===== config.mk =====
export PLATFORM = sky130hd
export DESIGN_NAME = control_sequencer
export DESIGN_NICKNAME = d
export VERILOG_FILES = /design/src/rtl/control_sequencer.sv
export SDC_FILE = /design/constraint.sdc
export NUM_CORES = 1
export LEC_CHECK = 0
export BUFFER_PORTS_ARGS = -buffer_cell sky130_fd_sc_hd__buf_2
export CAP_MARGIN = 20
export CORE_MARGIN = 10
export CORE_UTILIZATION = 39
export CTS_CLUSTER_SIZE = 24
export DETAILED_ROUTE_END_ITERATION = 16
export PLACE_DENSITY = 0.85
export SYNTH_ARGS = -nofsm -noshare
export SYNTH_HDL_FRONTEND = slang
export SYNTH_SLANG_ARGS = --single-unit

===== constraint.sdc =====
create_clock -name Clock -period 1.4 [get_ports Clock]
set_clock_uncertainty 0.05 [all_clocks]
set_input_delay 0.14 -clock Clock [delete_from_list [all_inputs] [get_ports Clock]]
set_output_delay 0.14 -clock Clock [all_outputs]
set_load 0.01 [all_outputs]

===== src/rtl/control_sequencer.sv =====
// Hardwired Moore control unit for the System datapath.
// Runs fetch, decodes IR[31:27] and steps the execute T-states.
module control_sequencer #(
  parameter int          DATA_WIDTH = 32,
  parameter logic [4:0]  OP_ADD     = 5'b00011
) (
  input  logic                  Clock,
  input  logic                  clear,
  input  logic                  run,
  input  logic [DATA_WIDTH-1:0] IR,
  output logic                  PCout,
  output logic                  MDRout,
  output logic                  Zlo_out,
  output logic                  Zhi_out,
  output logic                  HIout,
  output logic                  LOout,
  output logic                  Inport_out,
  output logic                  Cout,
  output logic                  MARin,
  output logic                  Zin,
  output logic                  PCin,
  output logic                  MDRin,
  output logic                  IRin,
  output logic                  Yin,
  output logic                  HIin,
  output logic                  LOin,
  output logic                  Gra,
  output logic                  Grb,
  output logic                  Grc,
  output logic                  Rin,
  output logic                  Rout,
  output logic                  BAout,
  output logic                  IncPC,
  output logic [4:0]            opcode,
  output logic                  Mem_Read,
  output logic                  Mem_Write,
  output logic                  Mem_enable512x32,
  output logic                  halted
);

  typedef enum logic [3:0] {
    S_IDLE,
    S_T0,
    S_T1,
    S_T2,
    S_DEC,
    S_LDI3,
    S_LDI4,
    S_LDI5,
    S_JR3,
    S_JAL3,
    S_JAL4,
    S_R3,
    S_R4,
    S_R5,
    S_HALT
  } state_t;

  localparam logic [4:0] OPC_LDI  = 5'b00001;
  localparam logic [4:0] OPC_JR   = 5'b10100;
  localparam logic [4:0] OPC_JAL  = 5'b10101;
  localparam logic [4:0] OPC_RLO  = 5'b00011;
  localparam logic [4:0] OPC_RHI  = 5'b01000;
  localparam logic [4:0] OPC_HALT = 5'b11011;

  state_t     state;
  state_t     state_nx;
  logic [4:0] ir_op;
  logic [4:0] op_q;
  logic       unused_ir;

  assign ir_op     = IR[DATA_WIDTH-1 -: 5];
  assign unused_ir = ^IR[DATA_WIDTH-6:0];

  // State register; clear wins over any in-flight instruction.
  always_ff @(posedge Clock) begin
    if (clear) state <= S_IDLE;
    else       state <= state_nx;
  end

  // Latch the opcode at decode so R4 sees the decoded instruction.
  always_ff @(posedge Clock) begin
    if (clear)              op_q <= 5'b0;
    else if (state == S_DEC) op_q <= ir_op;
  end

  // Next-state: fixed fetch, opcode decode, then execute steps.
  always_comb begin
    state_nx = state;
    unique case (state)
      S_IDLE: state_nx = run ? S_T0 : S_IDLE;
      S_T0:   state_nx = S_T1;
      S_T1:   state_nx = S_T2;
      S_T2:   state_nx = S_DEC;
      S_DEC: begin
        unique case (1'b1)
          (ir_op == OPC_LDI):  state_nx = S_LDI3;
          (ir_op == OPC_JR):   state_nx = S_JR3;
          (ir_op == OPC_JAL):  state_nx = S_JAL3;
          (ir_op >= OPC_RLO &&
           ir_op <= OPC_RHI):  state_nx = S_R3;
          (ir_op == OPC_HALT): state_nx = S_HALT;
          default:             state_nx = S_T0;
        endcase
      end
      S_LDI3: state_nx = S_LDI4;
      S_LDI4: state_nx = S_LDI5;
      S_LDI5: state_nx = S_T0;
      S_JR3:  state_nx = S_T0;
      S_JAL3: state_nx = S_JAL4;
      S_JAL4: state_nx = S_T0;
      S_R3:   state_nx = S_R4;
      S_R4:   state_nx = S_R5;
      S_R5:   state_nx = S_T0;
      S_HALT: state_nx = S_HALT;
      default: state_nx = S_IDLE;
    endcase
  end

  // Output decode of the registered state only.
  always_comb begin
    PCout            = 1'b0;
    MDRout           = 1'b0;
    Zlo_out          = 1'b0;
    Zhi_out          = 1'b0;
    HIout            = 1'b0;
    LOout            = 1'b0;
    Inport_out       = 1'b0;
    Cout             = 1'b0;
    MARin            = 1'b0;
    Zin              = 1'b0;
    PCin             = 1'b0;
    MDRin            = 1'b0;
    IRin             = 1'b0;
    Yin              = 1'b0;
    HIin             = 1'b0;
    LOin             = 1'b0;
    Gra              = 1'b0;
    Grb              = 1'b0;
    Grc              = 1'b0;
    Rin              = 1'b0;
    Rout             = 1'b0;
    BAout            = 1'b0;
    IncPC            = 1'b0;
    opcode           = 5'b0;
    Mem_Read         = 1'b0;
    Mem_Write        = 1'b0;
    Mem_enable512x32 = 1'b0;
    halted           = 1'b0;
    unique case (state)
      S_T0: begin
        PCout = 1'b1;
        IncPC = 1'b1;
        MARin = 1'b1;
        Zin   = 1'b1;
      end
      S_T1: begin
        Zlo_out          = 1'b1;
        PCin             = 1'b1;
        MDRin            = 1'b1;
        Mem_Read         = 1'b1;
        Mem_enable512x32 = 1'b1;
      end
      S_T2: begin
        MDRout = 1'b1;
        IRin   = 1'b1;
      end
      S_LDI3: begin
        Grb   = 1'b1;
        BAout = 1'b1;
        Yin   = 1'b1;
      end
      S_LDI4: begin
        Cout   = 1'b1;
        Zin    = 1'b1;
        opcode = OP_ADD;
      end
      S_LDI5, S_R5: begin
        Zlo_out = 1'b1;
        Gra     = 1'b1;
        Rin     = 1'b1;
      end
      S_JR3, S_JAL4: begin
        Gra  = 1'b1;
        Rout = 1'b1;
        PCin = 1'b1;
      end
      S_JAL3: begin
        PCout = 1'b1;
        Grb   = 1'b1;
        Rin   = 1'b1;
      end
      S_R3: begin
        Grb  = 1'b1;
        Rout = 1'b1;
        Yin  = 1'b1;
      end
      S_R4: begin
        Grc    = 1'b1;
        Rout   = 1'b1;
        Zin    = 1'b1;
        opcode = op_q;
      end
      S_HALT: halted = 1'b1;
      default: ;
    endcase
  end

endmodule


==> reports/metrics.yaml <==
detailed_routing:
  wl_um: 2880
  vias: 956
  via_per_inst: 5.06
  drt_iter0_markers: 31
  drc_errors: 0
  final_antenna_net_count: 0
  wl_per_cell_um: 15.2
  first_pass_iters: 3
layout:
  fin_nets: 198
  fill_cells: 185
  area_growth_pct: 54.8
  final_cells: 189
  final_common_cell: "buf_2"
  final_cell_mix: "buf_2 (32), buf_4 (12), nor2_1 (11)"
  diodes: 0
  final_layout_size_suffix_gt1_frac: 0.543
place:
  dp_hpwl_um: 2050
  dpl_worst_slack_ns: 0.0258
  dp.cells: 177
  port_buffers: 32
  place_congestion: 0.834
grt:
  grt-ovfl-total: 0
  track_usage: 0.119
  use_met1: 0.118
  grtUsageMet2: 0.218
  top_usage_layer: "met2"
  grt_pass1_vias: 1007
  grt_max_degree: 11
  grtUsageMet3: 0.0475
  grt_pass1_wl_um: 4370
  grt_antenna_before_repair: 0
setup_path:
  cp_data_arrival_time_ns: 1.33
  crit_path_start_kind: "register"
  worstPathMaxFanout: 5
  end_kind: "primary output"
  cp_slowest_cell: "dfxtp_4"
  slowest_delay_ns: 0.36
  crit_type: "register to primary output"
  critical_path_required_ns: 1.21
  crit_path_cell_trace: "buf_6, nand2b_4, o32ai_2, buf_2"
yosys:
  avgSynthCellArea_um2: 7.11
  ys.flop_type: "dfxtp_1"
  yosys.area.top_type_share: 0.215
  synth_area_leaders: "dfxtp_1 (21%), buf_4 (9.8%), nor2_1 (7.6%), mux2i_1 (6.0%), nand2b_1 (5.2%)"
  synth_edf_count: 0
  synth_cell_types: 36
  synthArstFlopShare: 0
  synth_area_leader_cell: "dfxtp_1"
  syn_area_um2: 840
  yosysWarnings: 0
  yosysSeqAreaShare: 0.215
  ys_ff_latch: 9
  synth_cells: 118
power_and_ir_drop:
  leakage_uw: 0.000591
  total_power_uw: 650
  p_seq_frac: 0.409
  power.share.clock: 0.318
  max-vdd-ir-drop_mv: 0.593
  p_int_uw: 441
  p_sw_uw: 209
  swShare: 0.322
  comb_power_share: 0.273
  cellPowerDensity_nw_per_um2: 500
clocking:
  cts_tree: "done"
  cts_buffers: 3
  htree_levels: 1
  cts_root_buffer: "clkbuf_4"
  path_clk_slew_ns: 0.06
  clk_latency_ns: 0.27
  clock-sinks: 9
  clock_path_buffers: 2
  holdBufCountCts: 0
floorplanning:
  rows: 16
  die_w_um: 66.4
  dieArea_um2: 4410
  core_um2: 2000
  start_util: 0.419
  io_pins: 67
  die_h_um: 66.4
sta:
  hold_slack_ns: 0.109
  slew_viol_final: 0
  period_share: 1.08
  finalCriticalPeriod_ns: 1.52
  max_freq_ghz: 0.659
  rsz0062_at_grt: "yes"
  setup_violations: 16
  tns_ns: -1.05
  hold_violations: 0
  setup_ws_ns: -0.117
hold_path:
  hold_path.class: "primary input to register"
run:
  maxCapViolCount: 0
run_status:
  status: "finished, violations left"
  violations: "negative setup slack"
## final timing paths
path / from / end / slack, ns / cells past startpoint
setup / recovery: state[3] / Zlo_out / -0.12 / 4
hold / removal: clear / state[3] / 0.11 / 2
setup reg to reg: state[2] / op_q[4] / -0.05 / 7
hold reg to reg: op_q[3] / op_q[3] / 0.44 / 2
## registers in the layout, indices dropped and copies added, names as in the netlist
register and count:
state 4, op_q 5
## Yosys cell counts, types with 2 or more instances
library cell	count
nand3_1	2
a31oi_1	2
buf_4	11
nand2b_1	7
nor2b_1	2
dfxtp_1	9
and2_1	2
a21oi_1	5
mux2i_1	5
buf_2	6
nor3_1	5
and2b_1	3
o21a_1	5
o22ai_1	3
o21ai_1	3
nor2_1	17
inv_1	3
and3_1	4
nand3b_1	2
o21ai_0	2
nand2_1	5
## cell type report
class,count,area (um2),share of cell area
clock buffer,4,26.3,0.0202
inverter,3,11.3,0.00866
multi-input combinational,94,693,0.533
sequential,9,195,0.150
tap,27,33.8,0.0260
timing repair buffer,52,340,0.262
## cell families (layout without fill, tap and decap cells)
family	Yosys count	in the layout	share of synthesized area
compound gates	26	26	0.203
other cells	1	7	0.00447
flops	9	9	0.215
mux	5	5	0.0596
simple gates	56	56	0.367
buf+inv	21	59	0.152
## stage by stage
stage	utilization	cell area [um2]
2_1_floorplan	-	867
3_3_place_gp	0.517	1030
3_5_place_dp	0.517	1030
4_1_cts	0.585	1170
5_1_grt	0.649	1300
6_report	0.649	1300
## timing repair
item,4_1_cts,5_1_grt
pin swaps,5,6
setup endpoints to repair,25,30
resized for setup,27,24
buffers inserted,6,4
## per-layer routing
layer | part of all wire | wire, um
met4 | 0.0052 | 15
met5 | 0 | 0
met3 | 0.10 | 295
met2 | 0.50 | 1430
met1 | 0.39 | 1140
## worst max-delay path: cells and delay by family (launching register included)
| family | cells | cell delay [ns] |
|---|---|---|
| and+or+nand+nor | 1 | 0.15 |
| buffers and inverters | 2 | 0.30 |
| AOI/OAI and AO/OA | 1 | 0.24 |
| DFF | 1 | 0.36 |
## power groups by stage
stage / clock (uW) / sequential, uW / combinational, uW
floorplan: 0 / 266 / 114
global placement: 0 / 272 / 136
detailed placement: 0 / 273 / 143
CTS: 204 / 266 / 152
global route: 227 / 267 / 193
finish: 207 / 266 / 177
Note: power is estimated with default switching activity, not from simulation.
